--- config.mk ---
export PLATFORM = sky130hd
export DESIGN_NAME = coin_field
export DESIGN_NICKNAME = d
export VERILOG_FILES = /design/src/rtl/coin_field.sv
export SDC_FILE = /design/constraint.sdc
export NUM_CORES = 1
export LEC_CHECK = 0
export BUFFER_PORTS_ARGS = -buffer_cell sky130_fd_sc_hd__buf_4
export CAP_MARGIN = 15
export CORE_ASPECT_RATIO = 0.75
export CORE_MARGIN = 1.5
export CORE_UTILIZATION = 41
export DETAILED_ROUTE_END_ITERATION = 7
export PLACE_DENSITY_LB_ADDON = 0.1
export RECOVER_POWER = 100
export SETUP_SLACK_MARGIN = 0.2
export SLEW_MARGIN = 20
export SYNTH_ARGS = -nofsm -noshare
export SYNTH_HDL_FRONTEND = slang
export SYNTH_SLANG_ARGS = --single-unit
--- constraint.sdc ---
create_clock -name clk -period 1.92 [get_ports clk]
set_input_delay 0.384 -clock clk [delete_from_list [all_inputs] [get_ports clk]]
set_output_delay 0.384 -clock clk [all_outputs]
set_load 0.05 [all_outputs]
--- src/rtl/coin_field.sv ---
`default_nettype none
// ============================================================================
// Module   : coin_field
// Purpose  : Multi-slot coin spawner/collector for the grid snake game.
// Revision : 1.0 - initial release
// ============================================================================
module coin_field #(
    parameter int unsigned H           = 32,
    parameter int unsigned V           = 32,
    parameter int unsigned N_COINS     = 4,
    parameter int unsigned SPAWN_DELAY = 3,
    parameter int unsigned LIFETIME    = 64,
    parameter logic [15:0] SEED        = 16'hACE1,
    parameter int unsigned SCORE_W     = 8,
    localparam int unsigned XW = (H > 1) ? $clog2(H) : 1,
    localparam int unsigned YW = (V > 1) ? $clog2(V) : 1,
    localparam int unsigned IW = (N_COINS > 1) ? $clog2(N_COINS) : 1
) (
    input  logic               clk,
    input  logic               reset,
    input  logic               shift_snake,
    input  logic [XW-1:0]      snake_head_x,
    input  logic [YW-1:0]      snake_head_y,
    output logic [XW-1:0]      cand_x,
    output logic [YW-1:0]      cand_y,
    input  logic               cand_occupied,
    input  logic [XW-1:0]      query_x,
    input  logic [YW-1:0]      query_y,
    output logic               query_hit,
    output logic [N_COINS-1:0] active,
    output logic               point,
    output logic [IW-1:0]      point_idx,
    output logic               expire,
    output logic [SCORE_W-1:0] score
);

    localparam int unsigned    AW         = (LIFETIME > 0) ? $clog2(LIFETIME + 1) : 1;
    localparam logic [AW-1:0]  AGE_LAST   = (LIFETIME > 0) ? AW'(LIFETIME - 1) : '0;
    localparam logic [15:0]    LFSR_INIT  = (SEED == 16'h0000) ? 16'h0001 : SEED;
    localparam logic [15:0]    LFSR_TAPS  = 16'hB400;
    localparam logic [3:0]     DELAY_LAST = 4'(SPAWN_DELAY);
    localparam logic [SCORE_W-1:0] SCORE_MAX = '1;

    typedef enum logic [2:0] {
        S_IDLE    = 3'd0,
        S_WAIT    = 3'd1,
        S_PROPOSE = 3'd2,
        S_CHECK   = 3'd3,
        S_PLACE   = 3'd4
    } state_e;

    state_e             state_q, state_d;
    logic [15:0]        lfsr_q, lfsr_d;
    logic [IW-1:0]      sel_q, sel_d;
    logic [3:0]         wait_q, wait_d;
    logic [XW-1:0]      cand_x_q, cand_x_d;
    logic [YW-1:0]      cand_y_q, cand_y_d;
    logic [N_COINS-1:0] active_q, active_d;
    logic [XW-1:0]      slot_x_q [N_COINS];
    logic [XW-1:0]      slot_x_d [N_COINS];
    logic [YW-1:0]      slot_y_q [N_COINS];
    logic [YW-1:0]      slot_y_d [N_COINS];
    logic [AW-1:0]      age_q [N_COINS];
    logic [AW-1:0]      age_d [N_COINS];
    logic               point_q, point_d;
    logic [IW-1:0]      point_idx_q, point_idx_d;
    logic               expire_q, expire_d;
    logic [SCORE_W-1:0] score_q, score_d;
    logic               query_hit_q, query_hit_d;

    logic [N_COINS-1:0] collect_hit;
    logic [N_COINS-1:0] age_step;
    logic [N_COINS-1:0] expire_hit;
    logic [N_COINS-1:0] query_match;
    logic [N_COINS-1:0] cand_clash;
    logic               x_oob;
    logic               y_oob;
    logic               cand_reject;
    logic [IW-1:0]      free_idx;
    logic               place_en;
    logic [3:0]         wait_inc;

    for (genvar g = 0; g < int'(N_COINS); g++) begin : g_slot
        assign collect_hit[g] = active_q[g] && (slot_x_q[g] == snake_head_x)
                                            && (slot_y_q[g] == snake_head_y);
        assign age_step[g]    = (LIFETIME != 0) && shift_snake && active_q[g];
        assign expire_hit[g]  = age_step[g] && (age_q[g] == AGE_LAST);
        assign query_match[g] = active_q[g] && (slot_x_q[g] == query_x)
                                            && (slot_y_q[g] == query_y);
        assign cand_clash[g]  = active_q[g] && (slot_x_q[g] == cand_x_q)
                                            && (slot_y_q[g] == cand_y_q);
    end

    // A grid that fills its index space can never produce an out-of-range cell.
    if ((1 << XW) > H) begin : g_x_bound
        assign x_oob = (cand_x_q >= XW'(H));
    end else begin : g_x_full
        assign x_oob = 1'b0;
    end

    if ((1 << YW) > V) begin : g_y_bound
        assign y_oob = (cand_y_q >= YW'(V));
    end else begin : g_y_full
        assign y_oob = 1'b0;
    end

    assign cand_reject = cand_occupied || x_oob || y_oob || (|cand_clash)
                      || ((cand_x_q == snake_head_x) && (cand_y_q == snake_head_y));

    always_comb begin
        free_idx = '0;
        for (int i = int'(N_COINS) - 1; i >= 0; i--) begin
            if (!active_q[i]) begin
                free_idx = IW'(i);
            end
        end
    end

    assign lfsr_d   = {1'b0, lfsr_q[15:1]} ^ (lfsr_q[0] ? LFSR_TAPS : 16'h0000);
    assign wait_inc = wait_q + 4'd1;

    // Spawn engine: one slot at a time, from selection through placement.
    always_comb begin
        state_d  = state_q;
        sel_d    = sel_q;
        wait_d   = wait_q;
        cand_x_d = cand_x_q;
        cand_y_d = cand_y_q;
        place_en = 1'b0;
        case (state_q)
            S_IDLE: begin
                if (!(&active_q)) begin
                    sel_d   = free_idx;
                    wait_d  = '0;
                    state_d = S_WAIT;
                end
            end
            S_WAIT: begin
                if (shift_snake) begin
                    wait_d = wait_inc;
                    if (wait_inc == DELAY_LAST) begin
                        state_d = S_PROPOSE;
                    end
                end
            end
            S_PROPOSE: begin
                cand_x_d = lfsr_q[XW-1:0];
                cand_y_d = lfsr_q[XW+YW-1:XW];
                state_d  = S_CHECK;
            end
            S_CHECK: begin
                state_d = cand_reject ? S_PROPOSE : S_PLACE;
            end
            S_PLACE: begin
                place_en = 1'b1;
                state_d  = S_IDLE;
            end
            default: begin
                state_d = S_IDLE;
            end
        endcase
    end

    // Collection has priority over expiry on the same slot.
    always_comb begin
        active_d    = active_q;
        slot_x_d    = slot_x_q;
        slot_y_d    = slot_y_q;
        age_d       = age_q;
        point_d     = 1'b0;
        point_idx_d = '0;
        expire_d    = 1'b0;
        for (int i = 0; i < int'(N_COINS); i++) begin
            if (collect_hit[i]) begin
                active_d[i] = 1'b0;
                point_d     = 1'b1;
                point_idx_d = IW'(i);
            end else if (expire_hit[i]) begin
                active_d[i] = 1'b0;
                expire_d    = 1'b1;
            end else if (age_step[i]) begin
                age_d[i] = age_q[i] + AW'(1);
            end
            if (place_en && (sel_q == IW'(i))) begin
                active_d[i] = 1'b1;
                slot_x_d[i] = cand_x_q;
                slot_y_d[i] = cand_y_q;
                age_d[i]    = '0;
            end
        end
    end

    assign score_d     = (point_d && (score_q != SCORE_MAX)) ? score_q + SCORE_W'(1) : score_q;
    assign query_hit_d = |query_match;

    always_ff @(posedge clk) begin
        if (!reset) begin
            state_q     <= S_IDLE;
            lfsr_q      <= LFSR_INIT;
            sel_q       <= '0;
            wait_q      <= '0;
            cand_x_q    <= '0;
            cand_y_q    <= '0;
            active_q    <= '0;
            point_q     <= 1'b0;
            point_idx_q <= '0;
            expire_q    <= 1'b0;
            score_q     <= '0;
            query_hit_q <= 1'b0;
            for (int i = 0; i < int'(N_COINS); i++) begin
                slot_x_q[i] <= '0;
                slot_y_q[i] <= '0;
                age_q[i]    <= '0;
            end
        end else begin
            state_q     <= state_d;
            lfsr_q      <= lfsr_d;
            sel_q       <= sel_d;
            wait_q      <= wait_d;
            cand_x_q    <= cand_x_d;
            cand_y_q    <= cand_y_d;
            active_q    <= active_d;
            point_q     <= point_d;
            point_idx_q <= point_idx_d;
            expire_q    <= expire_d;
            score_q     <= score_d;
            query_hit_q <= query_hit_d;
            slot_x_q    <= slot_x_d;
            slot_y_q    <= slot_y_d;
            age_q       <= age_d;
        end
    end

    assign cand_x    = cand_x_q;
    assign cand_y    = cand_y_q;
    assign query_hit = query_hit_q;
    assign active    = active_q;
    assign point     = point_q;
    assign point_idx = point_idx_q;
    assign expire    = expire_q;
    assign score     = score_q;

endmodule
`default_nettype wire

* Word-level counts from Yosys, hierarchy flattened
Index checks and enable logic that the tools add are counted.
** Storage, ports and cells
- Register bits after elaboration :: 120
- Input bits :: 24
- Output and inout bits :: 27
- Word-level logic and storage cells :: 188
** Operators by class
- Add/subtract/negate cells :: 6
- Equality and inequality tests :: 42
- Muxes and demuxes :: 41
- Bitwise logic cells :: 11
- Reductions and logical operators :: 61
** Operators with widths (count)
- $eq A5 B5 Y1 :: 26
- $logic_and A1 B1 Y1 :: 38
- $add A7 B1 Y7 const B :: 4
- $eq A7 B6 Y1 const B :: 4
- $mux W1 :: 26
- $reduce_and A3 Y1 :: 6
- $mux W16 :: 1
- $xor A15 B16 Y16 :: 1
- $mux W2 :: 6
- $mux W3 :: 4
- $pmux W3 S4 :: 1
- $reduce_bool A3 Y1 :: 4
- $not A1 Y1 :: 10
- $add A8 B1 Y8 const B :: 1
- $mux W4 :: 2
- $ne A8 B8 Y1 const B :: 1
- $pmux W4 S2 :: 1
- $reduce_or A2 Y1 :: 4
- $reduce_or A4 Y1 :: 2
- $eq A3 B2 Y1 const B :: 2
- $ne A2 B2 Y1 const B :: 3
- $add A4 B1 Y4 const B :: 1
- $eq A2 B2 Y1 const B :: 2
- $eq A4 B2 Y1 const B :: 1
- other kinds (9) :: 10

* Logic depth before layout (Yosys ltp)
- Depth in word-level cells :: 10
- Depth in mapped cells :: 8

* Least setup slack after synthesis
No wires, ideal clock.
- Path type :: flip-flop to flip-flop
- From :: reg active_q[1] (netlist: active[1])
- To :: reg score_q[3] (netlist: score[3])
- Data arrival time :: 2086 ps
- Setup slack :: -236 ps
- Stages on the path, launching flop included :: 7
- Path buffers :: 1
- Clock period less this slack :: 2156 ps
- Cells stage by stage :: dfxtp_1 > clkbuf_1 > nand4_1 > nor3_4 > nor4_2 > or4_1 > a21oi_1
** Between the ends
- Longest elaborated chain between the ends :: 6
** Ends and longest elaborated chain
- from (decl) :: line 58 : logic [N_COINS-1:0] active_q, active_d;
- from (signal assigned) :: line 222 : active_q <= active_d;
- $logic_and A1 B1 Y1 :: line 84 : assign collect_hit[g] = active_q[g] && (slot_x_q[g] == snake_head_x)
- $logic_and A1 B1 Y1 :: line 85 : && (slot_y_q[g] == snake_head_y);
- $mux W1 (3 in series) :: line 174 : if (collect_hit[i]) begin
- $logic_and A1 B1 Y1 :: line 193 : assign score_d = (point_d && (score_q != SCORE_MAX)) ? score_q + SCORE_W'(1) : score_q;
- to (signal assigned) :: line 226 : score_q <= score_d;
- to (decl) :: line 68 : logic [SCORE_W-1:0] score_q, score_d;
Every way passes these cells.
A chain may end at the register's enable or synchronous reset.

* Worst setup path after layout
- From :: reg age_q[15] in the netlist's numbering
- To :: reg active_q[1] (netlist: active[1])
** Between the ends
- Longest elaborated chain between the ends :: 3
** Ends and longest elaborated chain
- from (decl) :: line 63 : logic [AW-1:0] age_q [N_COINS];
- from (signal assigned) :: line 230 : age_q <= age_d;
- $eq A7 B6 Y1 :: line 87 : assign expire_hit[g] = age_step[g] && (age_q[g] == AGE_LAST);
- $logic_and A1 B1 Y1 :: line 87
- $reduce_bool A3 Y1 (no line)
Every way passes these cells.

==> impl_metrics.tcl <==
set metrics [dict create \
    worst_pin_slew_ns 0.604 \
    slew_headroom_pct 59.9 \
    endpoint_kind "flop" \
    ant_nets 0 \
    vias 5700 \
    layout_common_cells "buf_4, xnor2_1, dfxtp_1, nor2_1, nand2_1" \
    report.final.slew_viol_count 0 \
    hold_start "reset" \
    criticalPathCategory "reg2reg" \
    fin_crit_ns 1.89 \
    seq_area_frac_synth_pct 37.8 \
    ir_worst_vdd_v 0.000695 \
    hold_path_class "in2reg" \
    final_common_cell "buf_4" \
    maxCapViolCount 0 \
    hold_viol 0 \
    post-route-period-util_pct 98.7 \
    clk_path_buf_depth 2 \
    synth_fp_nets 760 \
    drt-initial-drc-count 332 \
    outcome "finished, final reports clean" \
    min_to "expire$_SDFF_PN0_" \
    r2r_start "age_q[15]$_SDFFE_PP0P_" \
    drt_wl_total_mm 20.4 \
    worstSkewPairLatency_ns 0.43 \
    max_freq_ghz 0.528 \
    ys_warn_count 0 \
    numPlacedInstances 1028 \
    hpwl_mm 14.6 \
    skew_ns 0.00961 \
    grt_pass1_vias 5458 \
    grt_max_degree 32 \
    final-setup-viol-count 0 \
    dr.pass1.iters 5 \
    io_pins 51 \
    synth_edf_count 0 \
    wl_per_cell_um 18.9 \
    ys_ff_latch 120 \
    hold_path_depth 2 \
    critical_path_arrival_ns 2.19 \
    antenna_cells 0 \
    overflow 0 \
    clkTransAtPathRegs_ns 0.05 \
    cts_buffers 17 \
    routabilityCongestion 0.923 \
    rsz0062_at_grt "yes" \
    fp-row-count 39 \
    die-width_um 147 \
    rr_worst_depth 8 \
    r2r-end "active[1]$_SDFFE_PN0P_" \
    synthArstFlopShare_pct 0 \
    synth_top_area_share_pct 37.8 \
    cts-root-buf "clkbuf_16" \
    cts_tree "yes" \
    ff2ff_setup_slack_ns 0.03 \
    design_area_mm2 0.00887 \
    drcViolationCount 0 \
    cp-start-kind "flop" \
    crit_required_ns 2.21 \
    start_util_pct 41.9 \
    die_h_um 111 \
    antenna_found_initial 1 \
    syn_to_final_growth_pct 39.6 \
    place_area_mm2 0.00760 \
    layout-drive-gt1-share_pct 36.1 \
    die-area_mm2 0.0163 \
    avgViaCountPerCell 5.27 \
    leakagePower_nw 3.51 \
    ys_top_cells_by_area "dfxtp_1, xnor2_1, mux2i_1" \
    synth_top_area_cell "dfxtp_1" \
    crit_path_max_fanout 5 \
    postCtsHoldBufs 0 \
    num-nets-final 895 \
    fin_cells 1082 \
    fillers 1367 \
    syn_area_per_cell_um2 8.72 \
    core_mm2 0.0152 \
    grt_pass1_wl_mm 31.0 \
    h-tree-depth 4 \
    grt.total_usage_pct 25.3 \
    yosysUniqueCellTypes 53 \
    cellPowerDensity_mw_per_mm2 709 \
    clock-sinks 120 \
    syn_inst 729 \
    syn_area_mm2 0.00635 \
    io_buffers 50 \
    synth-main-ff-cell "dfxtp_1" \
]
[Yosys cell counts, types with 2 or more instances]
cell,n
nor4_2,2
dfxtp_1,120
nand2b_1,9
buf_2,15
xor2_1,41
o21ai_0,11
o22ai_1,6
nor3_1,10
and3_1,4
a31o_2,2
or2_2,3
o31ai_1,3
o32ai_1,2
nand2_1,70
buf_6,8
o311a_1,2
inv_1,5
nor4b_1,2
o2111a_1,2
mux2i_1,38
xnor2_1,103
ha_1,7
nor2_1,72
nor4_1,16
nand4_1,29
or3_1,13
nand3_1,23
nor2b_1,2
clkbuf_1,27
nor3b_1,4
and2_1,12
a21oi_1,41
or4_1,4
nor3_2,2
[cells by family (layout without fill, tap and decap cells)]
logic type	Yosys count	in the layout	share of synthesized area, %
compound gates	77	77	7.39
xor+xnor	144	144	19.9
fa+ha+maj	7	7	1.38
buf+inv	58	205	4.73
flops	120	120	37.8
mux	38	38	5.99
simple gates	285	286	22.9
[cell type report]
type	instances	area (um^2)	share of cell area, %
clock inverters	12	145	1.64
inverters	6	22.5	0.254
flip-flops and latches	120	2500	28.2
multi-input cells	552	4280	48.2
well taps	205	256	2.89
clock buffers	20	437	4.92
repair buffers	167	1230	13.8
[registers in the layout (all words and copies together) (netlist names), 2 cells and up]
| signal | count |
|---|---|
| age_q | 28 |
| slot_x_q | 20 |
| slot_y_q | 20 |
| lfsr_q | 16 |
| score | 8 |
| cand_x | 5 |
| cand_y | 5 |
| active | 4 |
| wait_q | 4 |
| state_q | 3 |
| point_idx | 2 |
| sel_q | 2 |
[per-stage QoR]
stage	setup WS, ns	hold WS, ns	total power, mW	util, %	TNS (ns)
after floorplan	0.0192	0.386	2.97	-	0
after global placement	-0.177	0.402	3.15	50.1	-1.55
after detailed placement	-0.238	0.419	3.15	50.1	-2.40
after CTS	0.0788	0.292	6.35	56.4	0
after global routing	-0.0454	0.311	6.50	58.4	-0.284
final	0.0254	0.309	6.29	58.4	0
[where the power goes]
part / internal (mW) / leakage (nW) / switching (mW) / total [mW]
Clock: 1.93 / 0.276 / 1.23 / 3.16
Combinational: 0.243 / 2.23 / 0.333 / 0.576
Sequential: 2.51 / 1.00 / 0.0418 / 2.55
[worst max-delay path: stages (launching register included)]
cell and delay [ns]:
dfxtp_2 0.37, ha_4 0.16, nand2_1 0.06, or3_4 0.37, nor2_2 0.45, buf_4 0.21
nor2_1 0.04, nand2_1 0.06, a21oi_1 0.06
[how the worst max path moves through the flow]
stage                              startpoint                      to
finish                 age_q[15]$_SDFFE_PP0P_  active[1]$_SDFFE_PN0P_
global route           age_q[14]$_SDFFE_PP0P_  active[1]$_SDFFE_PN0P_
CTS                 slot_x_q[15]$_SDFFE_PN0P_   score[4]$_SDFFE_PN0P_
detailed placement            snake_head_x[0]   score[7]$_SDFFE_PN0P_
global placement              snake_head_x[1]   score[7]$_SDFFE_PN0P_
floorplan                     snake_head_x[4]   score[1]$_SDFFE_PN0P_
[what timing repair did]
action,CTS,global route
hold endpoints to repair,0,0
resized for setup,78,90
pin swaps,37,54
endpoints found under the setup margin,54,53
buffers inserted,8,10
cloned,2,2
[metal layers]
metal / vias up / part of all wire (%) / wire length [um] / global-route usage (%)
met3: 21 / 6.0 / 1230 / 6.26
li1: 2771 / - / - / -
met4: 2 / 0.96 / 197 / 6.53
met5: - / 0.044 / 9 / 0
met2: 161 / 44 / 8900 / 36.7
met1: 2745 / 49 / 10100 / 37.3
Note: power is estimated with default switching activity, not from simulation.
